[config.mk]
export PLATFORM = sky130hd
export DESIGN_NAME = det_feed_ctrl_flat
export DESIGN_NICKNAME = d
export VERILOG_FILES = /design/src/rtl/det_feed_ctrl_if.sv /design/src/rtl/det_feed_ctrl.sv /design/src/flat_wrapper.sv
export SDC_FILE = /design/constraint.sdc
export NUM_CORES = 1
export LEC_CHECK = 0
export ABC_AREA = 1
export CAP_MARGIN = 20
export CORE_MARGIN = 2
export CORE_UTILIZATION = 40
export CTS_BUF_LIST = sky130_fd_sc_hd__clkbuf_16
export DETAILED_ROUTE_END_ITERATION = 10
export PLACE_DENSITY = 0.76
export SYNTH_ARGS = -nofsm -noshare
export SYNTH_HDL_FRONTEND = slang
export SYNTH_SLANG_ARGS = --single-unit
[constraint.sdc]
create_clock -name clk -period 1.6 [get_ports clk]
set_input_delay 0.24 -clock clk [delete_from_list [all_inputs] [get_ports clk]]
set_output_delay 0.24 -clock clk [all_outputs]
set_load 0.01 [all_outputs]
[src/rtl/det_feed_ctrl_if.sv]
// Host-side word handshake for det_feed_ctrl.
//   in_valid  host -> ctrl  word valid
//   in_ready  ctrl -> host  controller can accept a word
//   in_data   host -> ctrl  word to serialize, MSB first
//   in_chain  host -> ctrl  1 = keep detector state from previous word
interface det_feed_ctrl_if #(
  parameter int unsigned DATA_W = 8
) ();

  logic              in_valid;
  logic              in_ready;
  logic [DATA_W-1:0] in_data;
  logic              in_chain;

  modport master (
    output in_valid,
    output in_data,
    output in_chain,
    input  in_ready
  );

  modport slave (
    input  in_valid,
    input  in_data,
    input  in_chain,
    output in_ready
  );

endinterface

[src/rtl/det_feed_ctrl.sv]
// Sequencer for a 1-bit serial sequence detector. Accepts a parallel word
// from the host, optionally clears the detector, shifts the word out MSB
// first with a per-bit enable strobe, counts cycles where the detector
// reports a match, then pulses done with the (saturating) match count.
//
// Ports:
//   clk          rising-edge clock
//   rst          synchronous active-high reset
//   host         word handshake (slave side): in_valid/in_ready/in_data/in_chain
//   det_rst_o    detector reset, combinational: rst or clear cycle
//   det_din_o    serial bit to detector
//   det_en_o     bit strobe; detector advances on edges with det_en_o=1
//   det_out_i    detector output, valid the cycle after a strobe
//   match_cnt_o  matches counted in last word, held until next accept
//   sat_o        match count saturated during last word
//   done_o       one-cycle pulse, result valid
module det_feed_ctrl #(
  parameter int unsigned DATA_W = 8,
  parameter int unsigned CNT_W  = 8
) (
  input  logic              clk,
  input  logic              rst,
  det_feed_ctrl_if.slave    host,
  output logic              det_rst_o,
  output logic              det_din_o,
  output logic              det_en_o,
  input  logic              det_out_i,
  output logic [CNT_W-1:0]  match_cnt_o,
  output logic              sat_o,
  output logic              done_o
);

  localparam int unsigned BIT_W = (DATA_W > 1) ? $clog2(DATA_W) : 1;
  localparam logic [CNT_W-1:0] CNT_MAX = {CNT_W{1'b1}};

  typedef enum logic [2:0] {
    ST_IDLE,
    ST_CLR,
    ST_SHIFT,
    ST_DRAIN,
    ST_DONE
  } state_e;

  state_e              state_q, state_d;
  logic [DATA_W-1:0]   shreg_q, shreg_d;
  logic [BIT_W-1:0]    bitcnt_q, bitcnt_d;
  logic [CNT_W-1:0]    cnt_q, cnt_d;
  logic                sat_q, sat_d;
  logic                en_d_q;
  logic                det_en_q, det_en_d;
  logic                det_din_q, det_din_d;
  logic                done_q, done_d;

  // State and datapath registers
  always_ff @(posedge clk) begin
    if (rst) begin
      state_q   <= ST_IDLE;
      shreg_q   <= '0;
      bitcnt_q  <= '0;
      cnt_q     <= '0;
      sat_q     <= 1'b0;
      en_d_q    <= 1'b0;
      det_en_q  <= 1'b0;
      det_din_q <= 1'b0;
      done_q    <= 1'b0;
    end else begin
      state_q   <= state_d;
      shreg_q   <= shreg_d;
      bitcnt_q  <= bitcnt_d;
      cnt_q     <= cnt_d;
      sat_q     <= sat_d;
      en_d_q    <= det_en_q;
      det_en_q  <= det_en_d;
      det_din_q <= det_din_d;
      done_q    <= done_d;
    end
  end

  // Next-state, datapath and registered-output lookahead
  always_comb begin
    state_d   = state_q;
    shreg_d   = shreg_q;
    bitcnt_d  = bitcnt_q;
    cnt_d     = cnt_q;
    sat_d     = sat_q;
    det_en_d  = 1'b0;
    det_din_d = 1'b0;
    done_d    = 1'b0;

    // The detector result for a strobed bit appears one cycle later; this
    // window runs through DRAIN so the final bit is still counted.
    if (en_d_q && det_out_i) begin
      if (cnt_q == CNT_MAX) begin
        sat_d = 1'b1;
      end else begin
        cnt_d = cnt_q + CNT_W'(1);
      end
    end

    case (state_q)
      ST_IDLE: begin
        if (host.in_valid) begin
          shreg_d  = host.in_data;
          bitcnt_d = BIT_W'(DATA_W - 1);
          cnt_d    = '0;
          sat_d    = 1'b0;
          state_d  = host.in_chain ? ST_SHIFT : ST_CLR;
        end
      end
      ST_CLR: begin
        state_d = ST_SHIFT;
      end
      ST_SHIFT: begin
        shreg_d = {shreg_q[DATA_W-2:0], 1'b0};
        if (bitcnt_q == '0) begin
          state_d = ST_DRAIN;
        end else begin
          bitcnt_d = bitcnt_q - BIT_W'(1);
        end
      end
      ST_DRAIN: begin
        state_d = ST_DONE;
      end
      ST_DONE: begin
        state_d = ST_IDLE;
      end
      default: begin
        state_d = ST_IDLE;
      end
    endcase

    // Strobe and data are registered, so derive them from the next state:
    // the bit presented is always the MSB of the shift register it will hold.
    det_en_d  = (state_d == ST_SHIFT);
    det_din_d = det_en_d & shreg_d[DATA_W-1];
    done_d    = (state_d == ST_DONE);
  end

  assign host.in_ready = (state_q == ST_IDLE);
  // Must follow rst in the same cycle, hence combinational.
  assign det_rst_o     = rst | (state_q == ST_CLR);
  assign det_en_o      = det_en_q;
  assign det_din_o     = det_din_q;
  assign match_cnt_o   = cnt_q;
  assign sat_o         = sat_q;
  assign done_o        = done_q;

endmodule

[src/flat_wrapper.sv]
// flat-port wrapper written by rule: the top's interface ports become plain ports
module det_feed_ctrl_flat 
#(
  parameter int unsigned DATA_W = 8,
  parameter int unsigned CNT_W  = 8
)
  (clk, rst, det_rst_o, det_din_o, det_en_o, det_out_i, match_cnt_o, sat_o, done_o, host_in_valid, host_in_data, host_in_chain, host_in_ready);
  det_feed_ctrl_if #(.DATA_W(DATA_W)) host_i ();
  input  logic clk;
  input  logic rst;
  output logic det_rst_o;
  output logic det_din_o;
  output logic det_en_o;
  input  logic det_out_i;
  output logic [CNT_W-1:0] match_cnt_o;
  output logic sat_o;
  output logic done_o;
  input wire logic [$bits(host_i.in_valid)-1:0] host_in_valid;
  input wire logic [$bits(host_i.in_data)-1:0] host_in_data;
  input wire logic [$bits(host_i.in_chain)-1:0] host_in_chain;
  output wire logic [$bits(host_i.in_ready)-1:0] host_in_ready;
  assign host_i.in_valid = host_in_valid;
  assign host_i.in_data = host_in_data;
  assign host_i.in_chain = host_in_chain;
  assign host_in_ready = host_i.in_ready;
  det_feed_ctrl #(.DATA_W(DATA_W), .CNT_W(CNT_W)) u_core (.clk(clk), .rst(rst), .host(host_i), .det_rst_o(det_rst_o), .det_din_o(det_din_o), .det_en_o(det_en_o), .det_out_i(det_out_i), .match_cnt_o(match_cnt_o), .sat_o(sat_o), .done_o(done_o));
endmodule
Yosys cells after proc, flatten, opt, wreduce, memory -nomap -nowiden
Cells that the tools add are included.
- register bits after elaboration: 27
- input bits: 13
- output and inout port bits: 14
- word-level logic and storage cells: 45
- $add $sub $neg: 2
- eq/ne operators: 8
- multiplexer cells: 17
- bitwise gates (word level): 2
- reductions and logical operators: 6
- operators with widths (cell ; count):
    $mux 8 ; 5
    $pmux 8 s2 ; 1
    $mux 3 ; 4
    $pmux 3 s4 ; 1
    $eq 3x2->1 const B ; 3
    $add 8x1->8 const B ; 1
    $eq 8x8->1 const B ; 1
    $logic_not 3->1 ; 2
    $pmux 3 s2 ; 1
    $mux 1 ; 4
    $ne 2x2->1 const B ; 2
    $eq 3x1->1 const B ; 1
    $eq 3x3->1 const B ; 1
    $reduce_and 3->1 ; 1
    $sub 3x1->3 const B ; 1
    $mux 2 ; 1
    $reduce_and 2->1 ; 1
    $reduce_bool 2->1 ; 1
    $and 1x1->1 ; 1
    $logic_and 1x1->1 ; 1
    $or 1x1->1 ; 1

Logic depth before layout (Yosys ltp)
Gate-level depths: netlist of the first run.
- depth after elaboration: 5
- mapped depth: 9
- mapped depth without buffers: 9

Worst setup path after synthesis of the first run
OpenSTA, ideal clock, no wires.
- kind: flip-flop to flip-flop
- start point: register u_core.cnt_q[0], in the netlist u_core.match_cnt_o[0]
- end point: register u_core.cnt_q[3], in the netlist u_core.match_cnt_o[3]
- library setup time: 113 ps
- arrival: 1207 ps
- required time: 1487 ps
- slack: 280 ps
- stages on the path, launching flop included: 9
- buffers on the path: 0
- clock period less this slack: 1320 ps
- path through: dfxtp_1 > ha_1 > nand2_1 > nor2_1 > nand2_2 > nand3_1 > nand2_1 > nand2_1 > nor2_1
- cells in the longest elaborated chain, start to end: 5
- elaborated cells on any way between the ends: 6
- classes of those cells: 1 x add/sub; 1 x eq/ne; 4 x mux
- RTL lines (item ; line ; RTL):
    start, declared ; det_feed_ctrl.sv:47 ; logic [CNT_W-1:0] cnt_q, cnt_d;
    start signal, assigned ; det_feed_ctrl.sv:70 ; cnt_q <= cnt_d;
    $add 8x1->8 / $eq 8x8->1 (equally long branches) ; det_feed_ctrl.sv:96, det_feed_ctrl.sv:93 ;
    $mux 8 * ; det_feed_ctrl.sv:93 ; if (cnt_q == CNT_MAX) begin
    $mux 8 * ; det_feed_ctrl.sv:92 ; if (en_d_q && det_out_i) begin
    $mux 8 ; det_feed_ctrl.sv:102 ; if (host.in_valid) begin
    $mux 8 * ; det_feed_ctrl.sv:100 ; case (state_q)
Every way passes the cells marked *; elsewhere a longest branch is shown, timed or not.
A chain may end at the register's enable or synchronous reset.

Final worst setup path of the first run
- start point: register u_core.cnt_q[2], in the netlist u_core.match_cnt_o[2]
- end point: output port match_cnt_o[2]
- RTL lines (item ; line ; RTL):
    end, declared ; flat_wrapper.sv:15 ; output logic [CNT_W-1:0] match_cnt_o;
No word-level cell between the ends.

==> results.yml, run 1 <==
cells_and_area:
  insertedDiodeCount: 0
  final_nets: 231
  fillers: 313
  multi_input_area_sq_um: 614
  seqCellArea_sq_um: 541
  postLayoutCoreUtil_pct: 55.3
  area_delta_synth_final_pct: 32.4
  drive_gt1_share_pct: 9.35
placed_design:
  numPortBuffers: 26
  dp_hpwl_mm: 1.88
  gp_congestion: 0.793
  place_ws_ns: -0.0417
grt:
  antenna_found_initial: 0
  grt_pass1_vias: 1073
  grt_pass1_wl_mm: 4.39
  grtUsageTotal_pct: 15.7
  globalRouteOverflowTotal: 0
  grt_max_degree: 17
detailed_routing:
  drt_iter0_markers: 62
  vias: 1210
  drc_errors: 0
  ant_nets: 0
  dr.pass1.iters: 4
  vias_per_cell: 4.69
  drt_wl_total_mm: 2.55
  routedWlPerCell_microns: 9.87
setup_path:
  cp.buffers_inverters: 1
  critPathLaunch: "u_core.match_cnt_o[2]$_SDFF_PP0_"
  r2r_start: "u_core.match_cnt_o[0]$_SDFF_PP0_"
  crit_family: "buffers and inverters"
  critPathMaxStageDelay_ns: 0.57
  crit_chain: "clkdlybuf4s50_1"
  crit_required_ns: 1.36
  r2r_slack_ns: 0.21
  crit_path_max_fanout: 5
  cp-start-kind: "register"
  critPathKind: "register to output pin"
  cp.arrival_ns: 1.24
  critPathSlowestCell: "clkdlybuf4s50_1"
  cp-end-kind: "output pin"
synth:
  syn-num-nets: 198
  yosys_warnings: 0
  syn-mean-instance-area_sq_um: 7.01
  yosysUniqueCellTypes: 20
  yosys_register_bits: 27
  seq_area_frac_synth_pct: 42.4
  syn_inst: 182
  synth.cell_area_sq_um: 1280
clock_network:
  cts_tree: "done"
  cts-root-buf: "clkbuf_16"
  htreeDepth: 1
  cts_buffers: 3
  ctsLongestPathBuffers: 2
  cts.reportedPaths.clkPinSlew_ns: 0.07
  cts_hold_buf: 0
  cts_sinks: 27
  insertion_delay_ns: 0.26
floorplan:
  num_io_pins: 27
  start_util_pct: 41.8
  dieArea_sq_um: 3660
  core_sq_um: 3050
  die_y_microns: 60.5
  row_count: 20
  fp.dieW_microns: 60.5
sta:
  max_slew_margin_pct: 78.6
  final.period_utilization_pct: 92.5
  skew_ns: 0.00267
  slew_viol_final: 0
  grt_setup_unrepaired: "no"
  setup_viol: 0
  fin_setup_tns_ns: 0
  layout_setup_ws_ns: 0.120
  worst_pin_slew_ns: 0.320
  final-hold-violation-count: 0
  fin_crit_ns: 1.48
  maxClockFrequency_mhz: 676
pwr:
  finalPower_uw: 1770
  leakage_uw: 0.000723
  p_per_area_nw_per_um2: 1050
  peakVddDrop_mv: 0.662
run_status:
  status: "complete, no violations"
worst_hold_path:
  holdCritPathClass: "register to register"
  hp-start: "u_core.det_en_o$_SDFF_PP0_"
flow_run:
  maxCapViolCount: 0
-- cells in the final DEF, fill, tap and decap left out --
| cell type | n |
|---|---|
| a21oi_1 | 10 |
| buf_4 | 5 |
| clkbuf_16 | 3 |
| clkdlybuf4s50_1 | 24 |
| clkinvlp_4 | 1 |
| dfxtp_1 | 27 |
| dlygate4sd2_1 | 2 |
| ha_1 | 3 |
| inv_1 | 24 |
| inv_2 | 3 |
| nand2_1 | 44 |
| nand2_2 | 4 |
| nand2_4 | 2 |
| nand3_1 | 13 |
| nand4_1 | 3 |
| nor2_1 | 24 |
| nor2_4 | 2 |
| nor3_1 | 1 |
| nor4_1 | 2 |
| o21ai_0 | 9 |
| o22ai_1 | 6 |
| xnor2_1 | 2 |
-- cells in the mapped netlist --
cell	instances	area, sq um
nand2_1	44	165
dfxtp_1	27	541
inv_1	24	90.1
nor2_1	24	90.1
nand3_1	13	65.1
a21oi_1	10	50.1
o21ai_0	9	45.0
o22ai_1	6	37.5
nand2_2	4	25.0
ha_1	3	37.5
inv_2	3	11.3
nand4_1	3	18.8
nand2_4	2	22.5
nor2_4	2	22.5
nor4_1	2	12.5
xnor2_1	2	17.5
buf_2	1	5.00
buf_6	1	11.3
clkbuf_1	1	3.75
nor3_1	1	5.00
-- kinds of logic after synthesis --
group / synth area share [%]
flops: 42.4
buf+inv: 9.51
compound gates: 10.4
xor+xnor: 1.37
fa+ha+maj: 2.94
simple gates: 33.4
-- registers in the layout, indices dropped and copies added (netlist names) --
register and count:
u_core.shreg_q 8, u_core.match_cnt_o 8, u_core.det_din_o 1, u_core.state_q 3, u_core.sat_o 1, u_core.bitcnt_q 3, u_core.done_o 1, u_core.en_d_q 1
u_core.det_en_o 1
-- metrics by stage --
step	hold WS [ns]	std cells	instance area (sq um)
6_report	0.424	258	1690
5_1_grt	0.460	258	1690
4_1_cts	0.433	258	1690
3_5_place_dp	0.420	253	1600
3_3_place_gp	0.410	253	1600
2_1_floorplan	0.383	182	1280
-- routing by layer --
| layer | vias to the layer above | track usage (%) | wire, microns |
|---|---|---|---|
| li1 | 644 | - | - |
| met1 | 539 | 19.3 | 1170 |
| met2 | 25 | 28.1 | 1250 |
| met3 | 2 | 3.84 | 114 |
| met4 | 0 | 2.80 | 13 |
| met5 | - | 0 | 0 |
-- power by group --
group	internal [uW]	switching, uW
registers	742	42.5
logic	181	232
clock network	339	229
total	1260	504
-- final cells by class --
cell class | count | area share [%]
multi-input cells | 125 | 36.4
flip-flops and latches | 27 | 32.0
repair buffers | 31 | 17.5
inverters | 27 | 6.00
clock buffers | 3 | 4.44
well taps | 44 | 3.26
clock inverters | 1 | 0.444
-- worst paths after layout --
kind,cells past startpoint,end
min reg2reg,2,u_core.en_d_q$_SDFF_PP0_
max reg2reg,8,u_core.match_cnt_o[3]$_SDFF_PP0_
min,2,u_core.en_d_q$_SDFF_PP0_
max,1,match_cnt_o[2]
-- what timing repair did --
item,4_1_cts,5_1_grt
setup endpoints to repair,2,0
buffers inserted,1,0
gates resized for setup,2,0
Note: power is estimated with default switching activity, not from simulation.
==> run 2: changes to the inputs <==
--- a/config.mk
+++ b/config.mk
@@ -6,12 +6,12 @@
 export NUM_CORES = 1
 export LEC_CHECK = 0
 export ABC_AREA = 1
-export CAP_MARGIN = 20
+export CAP_MARGIN = 5
 export CORE_MARGIN = 2
-export CORE_UTILIZATION = 40
+export CORE_UTILIZATION = 49
 export CTS_BUF_LIST = sky130_fd_sc_hd__clkbuf_16
 export DETAILED_ROUTE_END_ITERATION = 10
-export PLACE_DENSITY = 0.76
+export PLACE_DENSITY = 0.88
 export SYNTH_ARGS = -nofsm -noshare
 export SYNTH_HDL_FRONTEND = slang
 export SYNTH_SLANG_ARGS = --single-unit
==> run 2 against run 1 <==
  * Design area decreased by 0.30%
  * Sequential power barely moved
  * Clock power up 1%
  * Via count grew 3.9%
  * Flip-flop and latch count is the same
  * Sequential share of layout area rose by 0.095 points
  * Final cell count down 4.7%
  * Die area shrank 17%
  * Non-clock buffer count rose by 2
  * Worst setup slack gained 0.012 ns
  * Largest power group unchanged
  * Hold slack better by 0.0066 ns
==> results.yml, run 2 (synthesis results as in run 1) <==
setup_path:
  crit_family: "buffers and inverters"
  critPathMaxStageDelay_ns: 0.57
  cp-start-kind: "register"
  cp.buffers_inverters: 1
  critPathKind: "register to output pin"
  cp.arrival_ns: 1.23
  crit_required_ns: 1.36
  crit_chain: "clkdlybuf4s50_1"
  crit_path_max_fanout: 5
  cp-end-kind: "output pin"
  critPathSlowestCell: "clkdlybuf4s50_1"
grt:
  grt_pass1_vias: 1140
  grt_max_degree: 16
  grt_pass1_wl_mm: 4.63
  globalRouteOverflowTotal: 0
  grtUsageTotal_pct: 21.5
  antenna_found_initial: 0
detailed_routing:
  drc_errors: 0
  routedWlPerCell_microns: 11.1
  drt_iter0_markers: 32
  wl_met3_microns: 111
  wl_met1_mm: 1.23
  wl_met2_mm: 1.36
  dr.pass1.iters: 4
  vias: 1257
  vias_per_cell: 5.11
  routed.top_layer: "met4"
  ant_nets: 0
  drt_wl_total_mm: 2.74
pwr:
  power_switching_uw: 522
  power.clock.fraction_pct: 32.2
  switching_share_pct: 29.2
  leakage_uw: 0.000736
  p_seq_share_pct: 44.0
  power_frac_comb_pct: 23.9
  power.internal_uw: 1270
  peakVddDrop_mv: 0.773
  p_per_area_nw_per_um2: 1060
placed_design:
  numPortBuffers: 26
  place_area_sq_um: 1600
  dp.cells: 241
  place_ws_ns: 0.00553
  gp_congestion: 0.770
  dp_hpwl_mm: 2.05
cells_and_area:
  final_nets: 233
  area_delta_synth_final_pct: 32.0
  postLayoutCoreUtil_pct: 68.0
  multi_input_area_sq_um: 614
  fillers: 217
  seqCellArea_sq_um: 541
  drive_gt1_share_pct: 10.2
  final_cell_mix: "44 x nand2_1, 27 x dfxtp_1, 24 x inv_1, 24 x nor2_1, 24 x clkdlybuf4s50_1"
  insertedDiodeCount: 0
  layout.cells.non_filler: 246
  fin_area_sq_um: 1680
  layout_commonest_cell: "nand2_1"
floorplan:
  fp.dieW_microns: 55.0
  row_count: 18
  dieArea_sq_um: 3030
  core_sq_um: 2480
  die_y_microns: 55.0
  num_io_pins: 27
  start_util_pct: 51.5
sta:
  final-hold-violation-count: 0
  worst_pin_slew_ns: 0.255
  grt_setup_unrepaired: "no"
  max_slew_margin_pct: 82.9
  maxClockFrequency_mhz: 681
  slew_viol_final: 0
  layout_setup_ws_ns: 0.131
  setup_viol: 0
  fin_setup_tns_ns: 0
  fin_crit_ns: 1.47
  final.period_utilization_pct: 91.8
  skew_ns: 0.00211
clock_network:
  cts-root-buf: "clkbuf_16"
  cts_tree: "done"
  htreeDepth: 1
  cts_sinks: 27
  cts.reportedPaths.clkPinSlew_ns: 0.07
  ctsLongestPathBuffers: 2
  cts_hold_buf: 0
  cts_buffers: 3
  insertion_delay_ns: 0.26
run_status:
  status: "complete, no violations"
flow_run:
  maxCapViolCount: 0
worst_hold_path:
  holdCritPathClass: "register to register"
run 2: cell types whose count changed in the layout (fill, tap and decap cells not counted):
| cell | change |
|---|---|
| buf_4 | +2 |
| clkinv_2 | +1 |
| clkinvlp_4 | -1 |
run 2: repair_timing:
item | in CTS | in global routing
resized for setup | 2 | 0
buffers inserted | 1 | 0
hold endpoints to repair | 0 | 0
setup endpoints to repair | 2 | 0
run 2: final cells by class:
type,count,share of cell area (%)
tap,30,2.23
timing repair buffer,33,18.4
sequential,27,32.1
clock inverter,1,0.297
inverter,27,6.02
clock buffer,3,4.46
multi-input combinational,125,36.5
run 2: through the flow:
step / total power, uW / hold slack, ns
after detailed placement: 1220 / 0.420
after floorplan: 1080 / 0.383
after global routing: 1870 / 0.450
after global placement: 1200 / 0.418
after CTS: 1800 / 0.435
final: 1790 / 0.431
run 2: power by group through the flow:
stage,logic (uW),registers [uW],clock network (uW)
finish,427,786,575
global route,484,792,599
CTS,429,785,585
detailed placement,422,799,0
global placement,405,798,0
floorplan,285,794,0
run 2: metal layers:
layer	global-route usage, %	up-vias
met5	0	-
met4	9.76	0
met3	3.23	3
met2	37.7	32
met1	25.7	577
li1	-	645
run 2: worst paths after layout:
check	startpoint	end	slack [ns]	cells after the start
max reg2reg	u_core.match_cnt_o[0]$_SDFF_PP0_	u_core.match_cnt_o[3]$_SDFF_PP0_	0.18	8
min reg2reg	u_core.det_en_o$_SDFF_PP0_	u_core.en_d_q$_SDFF_PP0_	0.43	2
min	u_core.det_en_o$_SDFF_PP0_	u_core.en_d_q$_SDFF_PP0_	0.43	2
max	u_core.match_cnt_o[0]$_SDFF_PP0_	match_cnt_o[0]	0.13	1
==> run 3: changes to the inputs <==
--- a/config.mk
+++ b/config.mk
@@ -11,6 +11,7 @@
 export CORE_UTILIZATION = 49
 export CTS_BUF_LIST = sky130_fd_sc_hd__clkbuf_16
 export DETAILED_ROUTE_END_ITERATION = 10
+export GPL_TIMING_DRIVEN = 0
 export PLACE_DENSITY = 0.88
 export SYNTH_ARGS = -nofsm -noshare
 export SYNTH_HDL_FRONTEND = slang
==> run 3 against run 2 <==
  * Combinational power is 5.2% lower
  * Maximum frequency down 0.40%
  * Flip-flop and latch count is the same
  * Largest cell class unchanged
==> results.yml, run 3 (synthesis results as in run 1) <==
run_status:
  status: "complete, no violations"
cells_and_area:
  final_cell_mix: "44 x nand2_1, 27 x dfxtp_1, 24 x inv_1, 24 x nor2_1, 24 x clkdlybuf4s50_1"
  final_nets: 230
  area_delta_synth_final_pct: 29.9
  postLayoutCoreUtil_pct: 66.9
  layout_commonest_cell: "nand2_1"
  fin_area_sq_um: 1660
  drive_gt1_share_pct: 8.45
  insertedDiodeCount: 0
floorplan:
  fp.dieW_microns: 55.0
  num_io_pins: 27
  dieArea_sq_um: 3030
  row_count: 18
  core_sq_um: 2480
  start_util_pct: 51.5
  die_y_microns: 55.0
grt:
  grt_pass1_vias: 986
  globalRouteOverflowTotal: 0
  grtUsageTotal_pct: 19.0
  grt_pass1_wl_mm: 4.10
  antenna_found_initial: 0
  grt_max_degree: 15
setup_path:
  crit_path_max_fanout: 5
  r2r_slack_ns: 0.16
  critPathSlowestCell: "clkdlybuf4s50_1"
  cp-start-kind: "register"
  crit_family: "buffers and inverters"
  crit_required_ns: 1.36
  cp-end-kind: "output pin"
  r2r_start: "u_core.match_cnt_o[0]$_SDFF_PP0_"
  r2r_end: "u_core.match_cnt_o[3]$_SDFF_PP0_"
  critical_path_depth: 1
  reg2reg_depth: 8
  crit_chain: "clkdlybuf4s50_1"
  critPathLaunch: "u_core.match_cnt_o[2]$_SDFF_PP0_"
  cp.arrival_ns: 1.23
  endpoint: "match_cnt_o[2]"
  critPathMaxStageDelay_ns: 0.57
  cp.buffers_inverters: 1
  critPathKind: "register to output pin"
placed_design:
  place_area_sq_um: 1570
  gp_congestion: 0.802
  numPortBuffers: 26
  dp_hpwl_mm: 1.91
  place_ws_ns: -0.106
clock_network:
  htreeDepth: 1
  insertion_delay_ns: 0.26
  cts_tree: "done"
  ctsLongestPathBuffers: 2
  cts-root-buf: "clkbuf_16"
  cts_buffers: 3
  cts.reportedPaths.clkPinSlew_ns: 0.06
  cts_hold_buf: 0
  cts_sinks: 27
sta:
  fin_crit_ns: 1.47
  skew_ns: 0.00237
  final.period_utilization_pct: 92.2
  fin_hold_ws_ns: 0.436
  max_slew_margin_pct: 69.5
  final-hold-violation-count: 0
  slew_viol_final: 0
  setup_viol: 0
  maxClockFrequency_mhz: 678
  grt_setup_unrepaired: "no"
  layout_setup_ws_ns: 0.125
  worst_pin_slew_ns: 0.458
pwr:
  p_per_area_nw_per_um2: 1050
  peakVddDrop_mv: 0.919
  leakage_uw: 0.000721
  finalPower_uw: 1740
detailed_routing:
  ant_nets: 0
  dr.pass1.iters: 4
  vias: 1220
  drt_wl_total_mm: 2.46
  routedWlPerCell_microns: 10.1
  drt_iter0_markers: 16
  vias_per_cell: 5.02
  drc_errors: 0
worst_hold_path:
  holdCritPathClass: "register to register"
flow_run:
  maxCapViolCount: 0
==> run 3: changes by cell type in the layout (fill, tap and decap cells not counted) <==
| cell | change |
|---|---|
| inv_2 | +1 |
| buf_4 | -6 |
| buf_2 | +1 |
| clkbuf_1 | +1 |
| clkinv_2 | -1 |
| buf_6 | +1 |
==> run 3: per-layer routing <==
layer	wire [microns]	GRT usage, %	share of wire, %
met1	1130	21.7	46
met2	1170	33.9	47
met3	125	4.84	5.1
met4	38	7.32	1.5
met5	0	0	0
==> run 3: final cells by class <==
| cell class | count | area, sq um |
|---|---|---|
| fill | 230 | 820 |
| buffer | 3 | 20.0 |
| multi-input combinational | 125 | 614 |
| clock buffer | 3 | 75.1 |
| sequential | 27 | 541 |
| inverter | 27 | 101 |
| clock inverter | 1 | 3.75 |
| tap | 30 | 37.5 |
| timing repair buffer | 27 | 265 |
==> run 3: stage by stage <==
step | TNS [ns] | instances
final | 0 | 243
after floorplan | 0 | 182
after detailed placement | -0.106 | 238
after global routing | 0 | 243
after CTS | 0 | 243
after global placement | -0.108 | 238
==> run 3: worst min-delay path by stage <==
| stage | start | endpoint | slack, ns | cells after the start |
|---|---|---|---|---|
| floorplan | host_in_data[0] | u_core.shreg_q[0]$_SDFFE_PP0P_ | 0.38 | 2 |
| finish | u_core.det_en_o$_SDFF_PP0_ | u_core.en_d_q$_SDFF_PP0_ | 0.44 | 2 |
| detailed placement | u_core.det_en_o$_SDFF_PP0_ | u_core.en_d_q$_SDFF_PP0_ | 0.43 | 2 |
| CTS | u_core.det_en_o$_SDFF_PP0_ | u_core.en_d_q$_SDFF_PP0_ | 0.44 | 2 |
| global placement | u_core.det_en_o$_SDFF_PP0_ | u_core.en_d_q$_SDFF_PP0_ | 0.42 | 2 |
| global route | u_core.det_en_o$_SDFF_PP0_ | u_core.en_d_q$_SDFF_PP0_ | 0.45 | 2 |
==> run 3: power breakdown <==
group          switching [uW]  internal, uW
Combinational             227           178
Sequential               43.1           742
Clock                     214           334
==> run 3: what timing repair did <==
item / CTS / global route
setup buffers: 1 / 0
setup endpoints to repair: 2 / 0
gates resized for setup: 3 / 0
